**src/rtl/width_upsizer_pkg.sv**
```systemverilog
// Shared types and sizing helpers for the width upsizer.
package width_upsizer_pkg;

  typedef enum logic {
    FILL       = 1'b0,
    FLUSH_WAIT = 1'b1
  } state_t;

  // Width needed to hold a lane count of 0..ratio.
  function automatic int cnt_width(input int ratio);
    return $clog2(ratio + 1);
  endfunction

  // Width needed to address lanes 0..ratio-1.
  function automatic int idx_width(input int ratio);
    return $clog2(ratio);
  endfunction

endpackage

```
**src/rtl/upsizer_out_reg.sv**
```systemverilog
// Single output word slot: loads a packed word, holds it under backpressure,
// and frees itself once the downstream accepts it.
module upsizer_out_reg #(
  parameter int DATA_W = 128,
  parameter int CNT_W  = 4
) (
  input  logic              clk,
  input  logic              rst,
  input  logic              load,
  input  logic [DATA_W-1:0] word,
  input  logic              word_last,
  input  logic [CNT_W-1:0]  word_cnt,
  input  logic              dout_rdy,
  output logic              dout_vld,
  output logic [DATA_W-1:0] dout,
  output logic              dout_last,
  output logic [CNT_W-1:0]  dout_cnt,
  output logic              out_free
);

  // The slot can take a new word when empty or when it empties on this edge.
  assign out_free = !dout_vld || dout_rdy;

  // Load has priority over unload so a same-edge swap keeps dout_vld high.
  always_ff @(posedge clk or posedge rst) begin
    if (rst) begin
      dout_vld  <= 1'b0;
      dout      <= '0;
      dout_last <= 1'b0;
      dout_cnt  <= '0;
    end else if (load) begin
      dout_vld  <= 1'b1;
      dout      <= word;
      dout_last <= word_last;
      dout_cnt  <= word_cnt;
    end else if (dout_rdy) begin
      dout_vld  <= 1'b0;
      dout_last <= 1'b0;
      dout_cnt  <= '0;
    end
  end

endmodule

```
**src/rtl/width_upsizer.sv**
```systemverilog
// Packs RATIO narrow beats into one wide word, with ready/valid on both sides
// and early flush of a partial word when din_last arrives.
module width_upsizer
  import width_upsizer_pkg::*;
#(
  parameter int WIDTH_DIN = 16,
  parameter int RATIO     = 8,
  parameter int ZERO_PAD  = 1
) (
  input  logic                           clk,
  input  logic                           rst,
  input  logic                           din_vld,
  output logic                           din_rdy,
  input  logic [WIDTH_DIN-1:0]           din,
  input  logic                           din_last,
  output logic                           dout_vld,
  input  logic                           dout_rdy,
  output logic [WIDTH_DIN*RATIO-1:0]     dout,
  output logic                           dout_last,
  output logic [cnt_width(RATIO)-1:0]    dout_cnt
);

  localparam int CNT_W  = cnt_width(RATIO);
  localparam int IDX_W  = idx_width(RATIO);
  localparam int WORD_W = WIDTH_DIN * RATIO;
  localparam logic [IDX_W-1:0] IDX_LAST = IDX_W'(RATIO - 1);
  localparam logic [CNT_W-1:0] CNT_FULL = CNT_W'(RATIO);

  state_t               state;
  logic [IDX_W-1:0]     idx;
  logic [CNT_W-1:0]     cnt_pend;
  logic [WIDTH_DIN-1:0] acc [RATIO];

  logic                 out_free;
  logic                 in_xfer;
  logic                 at_last_lane;
  logic                 load;
  logic                 load_last;
  logic [CNT_W-1:0]     load_cnt;
  logic [WORD_W-1:0]    load_word;

  // A beat that completes a word needs the output slot free on the same edge.
  assign at_last_lane = (idx == IDX_LAST);
  assign din_rdy      = !rst && (state == FILL) && (!at_last_lane || out_free);
  assign in_xfer      = din_vld && din_rdy;

  // Decide whether a word moves to the output slot this edge, and its tags.
  always_comb begin
    load      = 1'b0;
    load_last = 1'b1;
    load_cnt  = cnt_pend;
    if (state == FLUSH_WAIT) begin
      load = out_free;
    end else if (in_xfer) begin
      if (at_last_lane) begin
        load      = 1'b1;
        load_last = din_last;
        load_cnt  = CNT_FULL;
      end else if (din_last && out_free) begin
        load     = 1'b1;
        load_cnt = CNT_W'(idx) + CNT_W'(1);
      end
    end
  end

  // Assemble the outgoing word: the current beat bypasses into its lane while
  // filling, and lanes past the count are blanked when padding is enabled.
  always_comb begin
    load_word = '0;
    for (int l = 0; l < RATIO; l++) begin
      load_word[l*WIDTH_DIN +: WIDTH_DIN] =
        (state == FILL && idx == IDX_W'(l)) ? din : acc[l];
      if (ZERO_PAD != 0 && CNT_W'(l) >= load_cnt) begin
        load_word[l*WIDTH_DIN +: WIDTH_DIN] = '0;
      end
    end
  end

  // Lane accumulator: each accepted beat lands in the lane at idx.
  always_ff @(posedge clk or posedge rst) begin
    if (rst) begin
      for (int l = 0; l < RATIO; l++) acc[l] <= '0;
    end else if (in_xfer) begin
      for (int l = 0; l < RATIO; l++) begin
        if (idx == IDX_W'(l)) acc[l] <= din;
      end
    end
  end

  // Fill/flush control: lane index, pending partial count and state.
  always_ff @(posedge clk or posedge rst) begin
    if (rst) begin
      state    <= FILL;
      idx      <= '0;
      cnt_pend <= '0;
    end else begin
      case (state)
        FILL: begin
          if (in_xfer) begin
            if (at_last_lane || (din_last && out_free)) begin
              idx <= '0;
            end else if (din_last) begin
              cnt_pend <= CNT_W'(idx) + CNT_W'(1);
              state    <= FLUSH_WAIT;
            end else begin
              idx <= idx + IDX_W'(1);
            end
          end
        end
        FLUSH_WAIT: begin
          if (out_free) begin
            idx   <= '0;
            state <= FILL;
          end
        end
        default: state <= FILL;
      endcase
    end
  end

  upsizer_out_reg #(
    .DATA_W (WORD_W),
    .CNT_W  (CNT_W)
  ) u_out_reg (
    .clk       (clk),
    .rst       (rst),
    .load      (load),
    .word      (load_word),
    .word_last (load_last),
    .word_cnt  (load_cnt),
    .dout_rdy  (dout_rdy),
    .dout_vld  (dout_vld),
    .dout      (dout),
    .dout_last (dout_last),
    .dout_cnt  (dout_cnt),
    .out_free  (out_free)
  );

endmodule
```
**config.mk**
```make
export PLATFORM = sky130hd
export DESIGN_NAME = width_upsizer
export DESIGN_NICKNAME = d
export VERILOG_FILES = /design/src/rtl/width_upsizer_pkg.sv /design/src/rtl/upsizer_out_reg.sv /design/src/rtl/width_upsizer.sv
export SDC_FILE = /design/constraint.sdc
export NUM_CORES = 1
export LEC_CHECK = 0
export CELL_PAD_IN_SITES_DETAIL_PLACEMENT = 1
export CELL_PAD_IN_SITES_GLOBAL_PLACEMENT = 2
export CORE_UTILIZATION = 25
export CTS_CLUSTER_SIZE = 12
export DETAILED_ROUTE_END_ITERATION = 7
export DONT_BUFFER_PORTS = 1
export PLACE_DENSITY_LB_ADDON = 0.08
export RECOVER_POWER = 100
export SYNTH_ARGS = -nofsm -noshare
export SYNTH_HDL_FRONTEND = slang
export SYNTH_SLANG_ARGS = --single-unit
```
**constraint.sdc**
```tcl
create_clock -name clk -period 13.4 [get_ports clk]
set_clock_uncertainty 0.2 [all_clocks]
set_input_delay 1.34 -clock clk [delete_from_list [all_inputs] [get_ports clk]]
set_output_delay 1.34 -clock clk [all_outputs]
set_load 0.1 [all_outputs]
```
==> tab_implementation.tex <==
\begin{tabular}{lr}
\hline
Metric & Value \\
\hline
\multicolumn{2}{l}{\textbf{Synthesis}} \\
Syn Std Cell Area & 12300 um\^{}2 \\
Total number of yosys warnings & 0 \\
Most numerous cell in the Yosys netlist & sky130\_fd\_sc\_hd\_\_dfrtp\_1 \\
Flop and latch count out of synthesis & 270 \\
Syn\_area\_per\_cell & about 12 um\^{}2 \\
Total nets after synthesis & 1031 \\
Post-synth EDFFs & 0 \\
Post-synthesis async set-or-reset flop share & 1.00 \\
Library cell occupying the most area in the post-synthesis netlist & sky130\_fd\_sc\_hd\_\_dfrtp\_1 \\
Instance count of the mapped netlist & 1004 \\
Share of synthesized area occupied by flip-flops and latches & 0.551 \\
Area share of the largest cell type after synthesis & 0.551 \\
Most used flip-flop cell after synthesis & sky130\_fd\_sc\_hd\_\_dfrtp\_1 \\
Ranking of synthesized cells by instance count & sky130\_fd\_sc\_hd\_\_dfrtp\_1 (270), sky130\_fd\_sc\_hd\_\_mux2\_2 (132), sky130\_fd\_sc\_hd\_\_nand2\_1 (112), sky130\_fd\_sc\_hd\_\_mux2i\_1 (97), sky130\_fd\_sc\_hd\_\_nor2\_1 (74) \\
Post-synth cell types & 46 \\
Leading cell types by total area after synthesis & sky130\_fd\_sc\_hd\_\_dfrtp\_1 (55\%), sky130\_fd\_sc\_hd\_\_mux2\_2 (12\%), sky130\_fd\_sc\_hd\_\_mux2i\_1 (7.9\%) \\
\multicolumn{2}{l}{\textbf{GRT}} \\
Largest net degree at the start of global routing & between 100 and 150 \\
Global-route wire length before repair & 58.6 mm \\
Gr usage total & 0.157 \\
Final global-route overflow total & 0 \\
Vias in the first global route & 8506 \\
Number of antenna violations at the first check in global routing & 1 \\
\multicolumn{2}{l}{\textbf{Floorplan}} \\
Number of top-level pins & 156 \\
Starting density of the core & 0.255 \\
Height of the chip & $\sim$220 um \\
Standard-cell row count & 80 \\
Die area & 49900 um\^{}2 \\
Core region area & 48000 um\^{}2 \\
Horizontal die dimension & 223 um \\
\multicolumn{2}{l}{\textbf{Clock tree}} \\
CTS H-tree depth & 2 \\
Cells resized by post-CTS repair & 0 \\
Root Driver & sky130\_fd\_sc\_hd\_\_clkbuf\_16 \\
Buffer count from post-CTS setup fixing & 0 \\
Cts bufs inserted & 36 \\
Max Root-Sink Buffers & 3 \\
CTS tree & built \\
Clock transition at the registers of the reported paths & 0.05 ns \\
Sink Count & 270 \\
Post-CTS Hold Buffers & 0 \\
Later-pin clock latency in the skew report & 0.54 ns \\
\multicolumn{2}{l}{\textbf{Route}} \\
Number of DRC markers in iteration 0 & about 320 \\
\# DRC & 0 \\
Detailed-route wire length & 37.4 mm \\
Via count & around 7700 \\
Number of nets still failing antenna checks after routing & 0 \\
Vias per cell & 4.78 \\
Mean routed wirelength per cell & roughly 23 um \\
Number of iterations in the first detailed-routing pass & 4 \\
\multicolumn{2}{l}{\textbf{Power and ir drop}} \\
Reported leakage power & 5.96 nW \\
Total power divided by cell area & 281 nW/um\^{}2 \\
Internal Pwr Total & $\sim$0.0020 W \\
Overall power consumption & slightly below 0.004 W \\
Max VDD drop & between 0.00008 and 0.00009 V \\
Sequential fraction of design power & 0.552 \\
Logic gate share of total power & 0.210 \\
Part of the total power dissipated in the clock network & 0.239 \\
Switching power summed over all nets & 0.00186 W \\
Proportion of total power due to net switching & 0.481 \\
\multicolumn{2}{l}{\textbf{Worst setup path}} \\
Critical Path End Type & flop \\
Critical path required time & 13.56 ns \\
Delay-heaviest family, CP & buffers and inverters \\
Number of stages on the worst setup path & 5 \\
Arrival time reported for the critical path endpoint & 7.22 ns \\
Max Fanout on Critical Path & 100 \\
Cell Chain, Critical Path & clkinvlp\_2, a31o\_2, nand2\_4, buf\_4, o31ai\_1 \\
Crit-path slowest cell & sky130\_fd\_sc\_hd\_\_clkinvlp\_2 \\
R2R Setup Slk & 9.66 ns \\
Kind of start point of the critical path & primary input \\
CP bufs+invs & 2 \\
Classification of the worst setup path & in2reg \\
Worst R2R End & u\_out\_reg.dout[68] \\
Launch instance of the worst register-to-register path & idx[0] \\
Worst Setup SP & rst \\
Stage delay of the slowest cell on the critical path & 3.01 ns \\
Worst Reg2Reg Path Length in Cells & 9 \\
Endpoint of the most critical setup path & u\_out\_reg.dout[92] \\
\multicolumn{2}{l}{\textbf{Run status}} \\
Violations in the final reports & capacitance limit, slew limit \\
Run status & complete, but fails checks \\
\multicolumn{2}{l}{\textbf{Final layout}} \\
Area used by multi-input combinational logic & approximately 5000 um\^{}2 \\
Seq. cell area & roughly 6800 um\^{}2 \\
Filler cell count & 5222 \\
Area growth from synthesis to layout & 12.4\% \\
Final net count & 1000 \\
Total inserted antenna cells & 0 \\
Fraction of layout cells with a size suffix above 1 & 0.235 \\
Utilization of the core after routing & 0.287 \\
\multicolumn{2}{l}{\textbf{Placement}} \\
Final weighted congestion of routability-driven global placement & $\sim$0.69 \\
Port buffer count & 0 \\
Final HPWL DP & 23.6 mm \\
\multicolumn{2}{l}{\textbf{Timing}} \\
Final count of negative-setup-slack endpoints & 0 \\
Normalized max-slew margin & -1.78 \\
Final total negative setup slack & 0 ns \\
Number of max-slew violations in the final report & around 220 \\
Highest achievable clock rate & 142 MHz \\
Final Hold Violating Endpoints & 0 \\
Tightest Pin Transition & 4.15 ns \\
RSZ-0062 raised after global routing & false \\
Final period util & 0.526 \\
Final Critical Period & $\sim$7 ns \\
\multicolumn{2}{l}{\textbf{Job}} \\
Count of maximum capacitance violations & 4 \\
\multicolumn{2}{l}{\textbf{Min path}} \\
Class of the tightest hold or removal check & reg2reg \\
\hline
\end{tabular}
==> sequential cells by signal, summed over array words and instances (netlist names) <==
signal	count
cnt_pend	4
u_out_reg.dout_vld	1
idx	3
acc	128
u_out_reg.dout_last	1
u_out_reg.dout	128
u_out_reg.dout_cnt	4
state	1
==> per-stage QoR <==
step	cells	worst slack, ns	area (um^2)	hold slack [ns]
global placement	1550	9.08	12800	0.286
CTS	1610	9.11	13900	0.306
global route	1610	5.12	13800	0.312
detailed placement	1550	9.02	12800	0.293
finish	1610	6.35	13800	0.302
floorplan	1004	4.38	12300	0.279
==> worst register-to-register path, stage by stage (launching register included) <==
cell                       delay, ns
sky130_fd_sc_hd__dfrtp_1        0.46
sky130_fd_sc_hd__ha_1           0.22
sky130_fd_sc_hd__ha_1           0.38
sky130_fd_sc_hd__or2_2          0.24
sky130_fd_sc_hd__a31oi_1        0.15
sky130_fd_sc_hd__nor2_4         0.26
sky130_fd_sc_hd__buf_4          0.51
sky130_fd_sc_hd__buf_4          0.78
sky130_fd_sc_hd__nor2_1         0.14
sky130_fd_sc_hd__a311oi_1       0.29
==> power groups by stage <==
stage	Combinational, W	Clock, W	Sequential [W]
global placement	0.000839	0	0.00216
detailed placement	0.000855	0	0.00217
floorplan	0.000683	0	0.00208
global route	0.000912	0.000994	0.00219
CTS	0.000857	0.000966	0.00215
finish	0.000812	0.000924	0.00214
==> cells by family after synthesis <==
family,Yosys count,share of synthesized area
mux,229,0.201
compound gates,152,0.113
buf+inv,94,0.0358
flops,270,0.551
simple gates,253,0.0933
fa+ha+maj,6,0.00613
==> cell type report <==
type	instances	share of cell area
clock inverters	4	0.00200
clock buffers	56	0.0782
flip-flops and latches	270	0.491
well taps	615	0.0559
inverters	6	0.00173
repair buffers	19	0.00981
multi-input cells	640	0.362
==> cells in the final DEF (no fill, tap or decap), drive strengths merged <==
cell / synthesis / layout
a21oi: 4 / 4
nor3b: 2 / 2
mux2: 132 / 132
a211oi: 34 / 34
ha: 6 / 6
a31oi: 3 / 3
a311oi: 32 / 32
dfrtp: 270 / 270
mux2i: 97 / 97
o21ai: 6 / 6
clkinv: 0 / 2
buf: 45 / 17
o211ai: 2 / 2
clkinvlp: 0 / 1
nor3: 2 / 2
a21o: 1 / 1
nor2b: 4 / 4
nand4: 3 / 3
clkbuf: 43 / 58
nand3: 41 / 41
nand2: 117 / 117
and2: 3 / 3
inv: 6 / 7
nor2: 75 / 75
o2bb2ai: 1 / 1
or2: 1 / 1
a31o: 2 / 2
a21boi: 1 / 1
and3: 1 / 1
or3b: 1 / 1
o31ai: 66 / 66
nand2b: 3 / 3
==> routing by layer <==
metal  routed length [um]  global-route usage
met3                 2690              0.0537
met2                17100               0.246
met5                    0                   0
met1                17000               0.205
met4                  694              0.0424
==> worst min-delay path by stage <==
stage                     startpoint  endpoint  slack (ns)  depth (start not counted)
after floorplan             acc[105]  acc[105]        0.28                          1
after global placement       acc[73]   acc[73]        0.29                          1
after detailed placement     acc[54]   acc[54]        0.29                          1
after CTS                    acc[88]   acc[88]        0.31                          1
after global routing         acc[12]   acc[12]        0.31                          1
final                        acc[80]   acc[80]        0.30                          1
(Power assumes the default switching activity.)
